File: src/rtl/shot_responder.sv
// shot_responder: answers shots against a locked ship map.
// A SETUP phase places ship cells one by one, place_done arms the board once
// exactly SHIP_CELLS cells are placed, and each accepted shot produces one
// answer that is held until acknowledged. The answer appears two edges after
// the shot is accepted. The map bits are plain flops so reset can clear them.
// Optional feature macro: SHOT_RESPONDER_REPEAT_EN
//   defined   : answer_repeat reports shots on already-shot cells, and such
//               shots never count as hits.
//   undefined : answer_repeat is tied to 0, and a repeated shot on a ship cell
//               still reports a hit but does not decrement hits_left.
module shot_responder #(
  parameter int GRID_W     = 10,
  parameter int GRID_H     = 10,
  parameter int SHIP_CELLS = 20
) (
  input  logic                              clk,
  input  logic                              rst,
  input  logic                              place_valid,
  input  logic [7:0]                        place_pos,
  input  logic                              place_done,
  input  logic                              shot_valid,
  input  logic [7:0]                        shot_pos,
  output logic                              shot_ready,
  output logic                              answer_valid,
  output logic                              answer_hit,
  output logic                              answer_repeat,
  input  logic                              answer_ack,
  output logic [$clog2(SHIP_CELLS+1)-1:0]   placed_cnt,
  output logic [$clog2(SHIP_CELLS+1)-1:0]   hits_left,
  output logic                              armed,
  output logic                              defeated
);

  localparam int CNT_W = $clog2(SHIP_CELLS + 1);
  localparam int CELLS = GRID_W * GRID_H;
  localparam int IDX_W = (CELLS > 1) ? $clog2(CELLS) : 1;

  typedef enum logic [2:0] {
    SETUP   = 3'd0,
    ARMED   = 3'd1,
    LOOKUP  = 3'd2,
    RESPOND = 3'd3,
    DEFEAT  = 3'd4
  } state_t;

  state_t           state_reg, state_next;
  logic [7:0]       shot_pos_reg;
  logic [CELLS-1:0] ship_map_reg;
  logic [CELLS-1:0] shot_map_reg;
  logic [CNT_W-1:0] placed_cnt_reg;
  logic [CNT_W-1:0] hits_left_reg;
  logic             answer_valid_reg;
  logic             answer_hit_reg;
  logic             answer_repeat_reg;

  // Position decode: flat cell index is row * GRID_W + column
  logic             place_in_range, shot_in_range;
  logic [IDX_W-1:0] place_idx, shot_idx;

  assign place_in_range = (int'(place_pos[7:4]) < GRID_H) && (int'(place_pos[3:0]) < GRID_W);
  assign shot_in_range  = (int'(shot_pos_reg[7:4]) < GRID_H) && (int'(shot_pos_reg[3:0]) < GRID_W);
  assign place_idx = IDX_W'(int'(place_pos[7:4]) * GRID_W + int'(place_pos[3:0]));
  assign shot_idx  = IDX_W'(int'(shot_pos_reg[7:4]) * GRID_W + int'(shot_pos_reg[3:0]));

  // Control decisions for the current cycle
  logic place_accept, arm_now, lookup_now, dec_now;
  logic cell_ship, cell_shot, fresh_hit, hit_calc, repeat_calc;

  assign place_accept = (state_reg == SETUP) && place_valid && place_in_range &&
                        !ship_map_reg[place_idx] && (placed_cnt_reg < CNT_W'(SHIP_CELLS));
  // place_done looks at the count before any same-cycle placement lands
  assign arm_now    = (state_reg == SETUP) && place_done && (placed_cnt_reg == CNT_W'(SHIP_CELLS));
  assign lookup_now = (state_reg == LOOKUP);

  assign cell_ship = shot_in_range && ship_map_reg[shot_idx];
  assign cell_shot = shot_in_range && shot_map_reg[shot_idx];
  assign fresh_hit = cell_ship && !cell_shot;
  assign dec_now   = lookup_now && fresh_hit && (hits_left_reg != '0);

`ifdef SHOT_RESPONDER_REPEAT_EN
  assign hit_calc    = fresh_hit;
  assign repeat_calc = cell_shot;
`else
  assign hit_calc    = cell_ship;
  assign repeat_calc = 1'b0;
`endif

  // State register
  always_ff @(posedge clk) begin
    if (!rst) state_reg <= SETUP;
    else      state_reg <= state_next;
  end

  // Next-state logic
  always_comb begin
    state_next = state_reg;
    case (state_reg)
      SETUP:   if (arm_now) state_next = ARMED;
      ARMED:   if (shot_valid) state_next = LOOKUP;
      LOOKUP:  state_next = RESPOND;
      RESPOND: if (answer_valid_reg && answer_ack)
                 state_next = (hits_left_reg == '0) ? DEFEAT : ARMED;
      DEFEAT:  state_next = DEFEAT;
      default: state_next = SETUP;
    endcase
  end

  // Per-cell map flops: ship bits set by placement, shot bits set by lookups
  for (genvar gi = 0; gi < CELLS; gi++) begin : g_cell
    always_ff @(posedge clk) begin
      if (!rst) begin
        ship_map_reg[gi] <= 1'b0;
        shot_map_reg[gi] <= 1'b0;
      end else begin
        if (place_accept && (place_idx == IDX_W'(gi)))
          ship_map_reg[gi] <= 1'b1;
        if (lookup_now && shot_in_range && (shot_idx == IDX_W'(gi)))
          shot_map_reg[gi] <= 1'b1;
      end
    end
  end

  // Counters and the latched shot position
  always_ff @(posedge clk) begin
    if (!rst) begin
      placed_cnt_reg <= '0;
      hits_left_reg  <= '0;
      shot_pos_reg   <= '0;
    end else begin
      if (place_accept)
        placed_cnt_reg <= placed_cnt_reg + CNT_W'(1);
      if (arm_now)
        hits_left_reg <= CNT_W'(SHIP_CELLS);
      else if (dec_now)
        hits_left_reg <= hits_left_reg - CNT_W'(1);
      if ((state_reg == ARMED) && shot_valid)
        shot_pos_reg <= shot_pos;
    end
  end

  // Answer registers: result captured in LOOKUP, presented one cycle into RESPOND
  always_ff @(posedge clk) begin
    if (!rst) begin
      answer_valid_reg  <= 1'b0;
      answer_hit_reg    <= 1'b0;
      answer_repeat_reg <= 1'b0;
    end else begin
      if (lookup_now) begin
        answer_hit_reg    <= hit_calc;
        answer_repeat_reg <= repeat_calc;
      end
      if ((state_reg == RESPOND) && !answer_valid_reg)
        answer_valid_reg <= 1'b1;
      else if (answer_ack)
        answer_valid_reg <= 1'b0;
    end
  end

  assign shot_ready    = (state_reg == ARMED);
  assign answer_valid  = answer_valid_reg;
  assign answer_hit    = answer_valid_reg && answer_hit_reg;
  assign answer_repeat = answer_valid_reg && answer_repeat_reg;
  assign placed_cnt    = placed_cnt_reg;
  assign hits_left     = hits_left_reg;
  assign armed         = (state_reg == ARMED) || (state_reg == LOOKUP) || (state_reg == RESPOND);
  assign defeated      = (state_reg == DEFEAT);

endmodule

File: config.mk
export PLATFORM = sky130hd
export DESIGN_NAME = shot_responder
export DESIGN_NICKNAME = d
export VERILOG_FILES = /design/src/rtl/shot_responder.sv
export SDC_FILE = /design/constraint.sdc
export NUM_CORES = 1
export LEC_CHECK = 0
export BUFFER_PORTS_ARGS = -buffer_cell sky130_fd_sc_hd__buf_2
export CORE_MARGIN = 2
export CORE_UTILIZATION = 25
export CTS_BUF_LIST = sky130_fd_sc_hd__clkbuf_4
export CTS_CLUSTER_DIAMETER = 100
export DETAILED_ROUTE_END_ITERATION = 10
export HOLD_SLACK_MARGIN = 0.08
export PLACE_DENSITY_LB_ADDON = 0.15
export SLEW_MARGIN = 20
export SYNTH_ARGS = -nofsm -noshare
export SYNTH_HDL_FRONTEND = slang
export SYNTH_SLANG_ARGS = --single-unit
File: constraint.sdc
create_clock -name clk -period 4.77 [get_ports clk]
set_input_delay 0.477 -clock clk [delete_from_list [all_inputs] [get_ports clk]]
set_output_delay 0.477 -clock clk [all_outputs]
set_load 0.02 [all_outputs]
==> flow_summary.ini <==
[worst_setup_path]
cp.required_ns = 5.40
startpoint_type = flip-flop
path_max_fanout = 16
end_kind = flip-flop
crit_chain = ha_1 > ha_1 > xnor2_2 > buf_4 > mux4_2 > o21ai_0 > a311oi_1 > a211o_1 > or4_1 > a21oi_1
cp_slowest_cell = xnor2_2
crit_type = reg2reg
slowest_delay_ns = 0.62
crit_top_cell = ha_1
worst_path_dominant_cell_family = compound AO/OA/AOI/OAI gates
arrival_ns = 4.76
critPathBufInv = 1

[clock_tree]
clock_path_buffers = 3
numCtsBuffers = 66
clkSinkCount = 223
htree_levels = 3
cts_root_buf = clkbuf_4
cts_resized = 0
clk_pin_slew_ns = 0.07
tritoncts = done
insertion_delay_ns = 0.71

[global_routing]
busiest_layer = met2
track_usage = 0.1509
grt_pass1_vias = 9088
grt_pass1_wl_um = 54200
grtUsageMet2 = 0.2310
use_met3 = 0.03163
use_met1 = 0.2104
antenna_found_initial = 2
gr-total-overflow = 0
grt_max_degree = 110

[placement]
io_buffers = 36
gp_congestion = 0.7952
place_inst = 1751
hpwl_um = 23250

[timing]
finalMaxSlewViolations = 0
setup_viol = 0
post-route-min-period_ns = 4.126
skew_ns = 0.05981
fmax_ghz = 0.2424
maxSlewHeadroom = 0.2754
worst_slew_pin_slew_ns = 1.087
tns_ns = 0
fin_crit_sh = 0.8649
grt_setup_unrepaired = false
hold_viol_final = 0

[detailed_routing]
drt_iter0_drc = 474
routed_wl_um = 34590
vias_per_cell = 4.852
drt_first_pass_iters = 5
wl_per_cell_um = 18.39
ant_nets = 0
vias = 9127
drc = 0

[synthesis]
synth_cells = 1182
synth.distinct_cells = 60
yosys_warnings = 0
yosys.area.top_type = dfxtp_1
synth_enable_flop_cells = 0
avgSynthCellArea_sq_um = 9.340
synthArstFlopShare = 0
synth_seq_cells = 223
synth_top_flop_cell = dfxtp_1
ys_seq_area_frac = 0.4044
synth_area_sq_um = 11040
syn-num-nets = 1224
synth_top_cells_by_area = dfxtp_1 (40%), mux4_2 (12%), nand2_1 (6.5%), o21a_1 (4.2%), mux2i_1 (4.1%)
yosysTopAreaCellShare = 0.4044

[run_status]
status = finished clean

[die]
dieHeight_um = 214.1
num_rows = 76
fp.dieW_um = 214.1
dieArea_sq_um = 45850
start_util = 0.2546
core-area_sq_um = 43360
io_pins = 38

[pwr]
vdd.ir_drop.worst_mv = 0.1138
static-leakage-power_uw = 0.004552
power_density_nw_per_um2 = 323.4

[min_path]
hold_path.class = in2reg

[layout]
finalNonFillerCells = 1881
n_fill_cell = 4701
drive_above_1_share = 0.1855
nets = 1286
syn2layout_area_growth_pct = 16.38

[flow_run]
max-cap-violations = 0
[area by class of cell]
cell class              count  area, sq um  area share
multi-input cells         865         6188      0.4817
flip-flops and latches    223         4466      0.3476
clock buffers             102        765.7     0.05960
well taps                 585        732.0     0.05697
repair buffers             74        521.8     0.04061
clock inverters            16        116.4    0.009057
inverters                  14        52.55    0.004090
diodes                      2        5.005   0.0003896
[final timing paths]
check / to / start / slack (ns) / cells after the start
worst min-delay path: hits_left[4] / place_done / 0.23 / 4
worst max register to register: hits_left[3] / shot_pos_reg[4] / 0.64 / 10
worst max-delay path: hits_left[3] / shot_pos_reg[4] / 0.64 / 10
worst min register to register: shot_map_reg[42] / shot_map_reg[42] / 0.46 / 1
[logic make-up (layout without fill, tap and decap cells)]
family / Yosys count / count (layout) / synth area share
muxes: 107 / 107 / 0.1673
buffers and inverters: 94 / 206 / 0.03774
xor gates and xnor gates: 15 / 15 / 0.01326
adders and majority gates: 20 / 20 / 0.02539
other: 1 / 3 / 0.0003397
DFF: 223 / 223 / 0.4044
and+or+nand+nor: 429 / 429 / 0.1762
AOI/OAI and AO/OA: 293 / 293 / 0.1753
[worst register-to-register path: cells and delay by family (launching register included)]
kind	cells	cell delay, ns
buffers and inverters	1	0.37
AO/OA/AOI/OAI	4	1.00
AND/OR/NAND/NOR	1	0.53
multiplexers	1	0.52
XOR/XNOR	1	0.62
adder cells (fa/ha/maj)	2	0.73
flip-flops	1	0.34
[power by group]
group | total, uW | switching (uW) | internal, uW
sequential | 1870 | 4.30 | 1870
combinational | 326 | 232 | 94.9
clock | 1960 | 879 | 1080
[synthesized netlist by cell type, types with 33 or more instances]
cell type	count
o31ai_1	51
o21ai_0	68
nand2_1	192
o21a_1	62
a21oi_1	54
mux4_2	58
mux2i_1	45
nor2b_1	59
dfxtp_1	223
clkbuf_1	55
nand3_1	33
nor2_1	88
[what timing repair did]
item,4_1_cts,5_1_grt
hold endpoints to repair,10,0
hold buffers,10,0
buffers inserted,0,0
endpoints found under the setup margin,0,0
[stage by stage]
step | area, sq um | hold slack (ns) | worst slack (ns) | total power [uW] | util
after CTS | 12840 | 0.1911 | 0.6456 | 4238 | 0.2962
after floorplan | 11040 | 0.4321 | 1.187 | 2121 | -
after global placement | 11860 | 0.4431 | 0.6558 | 2235 | 0.2735
after global routing | 12850 | 0.2260 | 0.4710 | 4373 | 0.2963
after detailed placement | 11860 | 0.4473 | 0.6044 | 2234 | 0.2735
final | 12850 | 0.2311 | 0.6442 | 4155 | 0.2963
[cell usage in the layout, fill, tap and decap left out, drive strengths merged, types with 11 or more instances in the layout]
cell,netlist,final
mux2i,45,45
mux4,61,61
nor2,88,88
dfxtp,223,223
and2,11,11
clkbuf,55,102
nand2,192,192
o21a,62,62
clkinv,0,12
o21ai,70,70
ha,16,16
inv,14,15
nor2b,59,59
o31ai,51,51
nand3,33,33
a21oi,55,55
buf,25,64
[layer usage]
metal	vias up	routed length, um
met5	-	0
met4	0	736
met3	53	1657
met2	204	15170
met1	4446	17030
li1	4424	-
No activity file was read; power rests on OpenSTA's default activity.
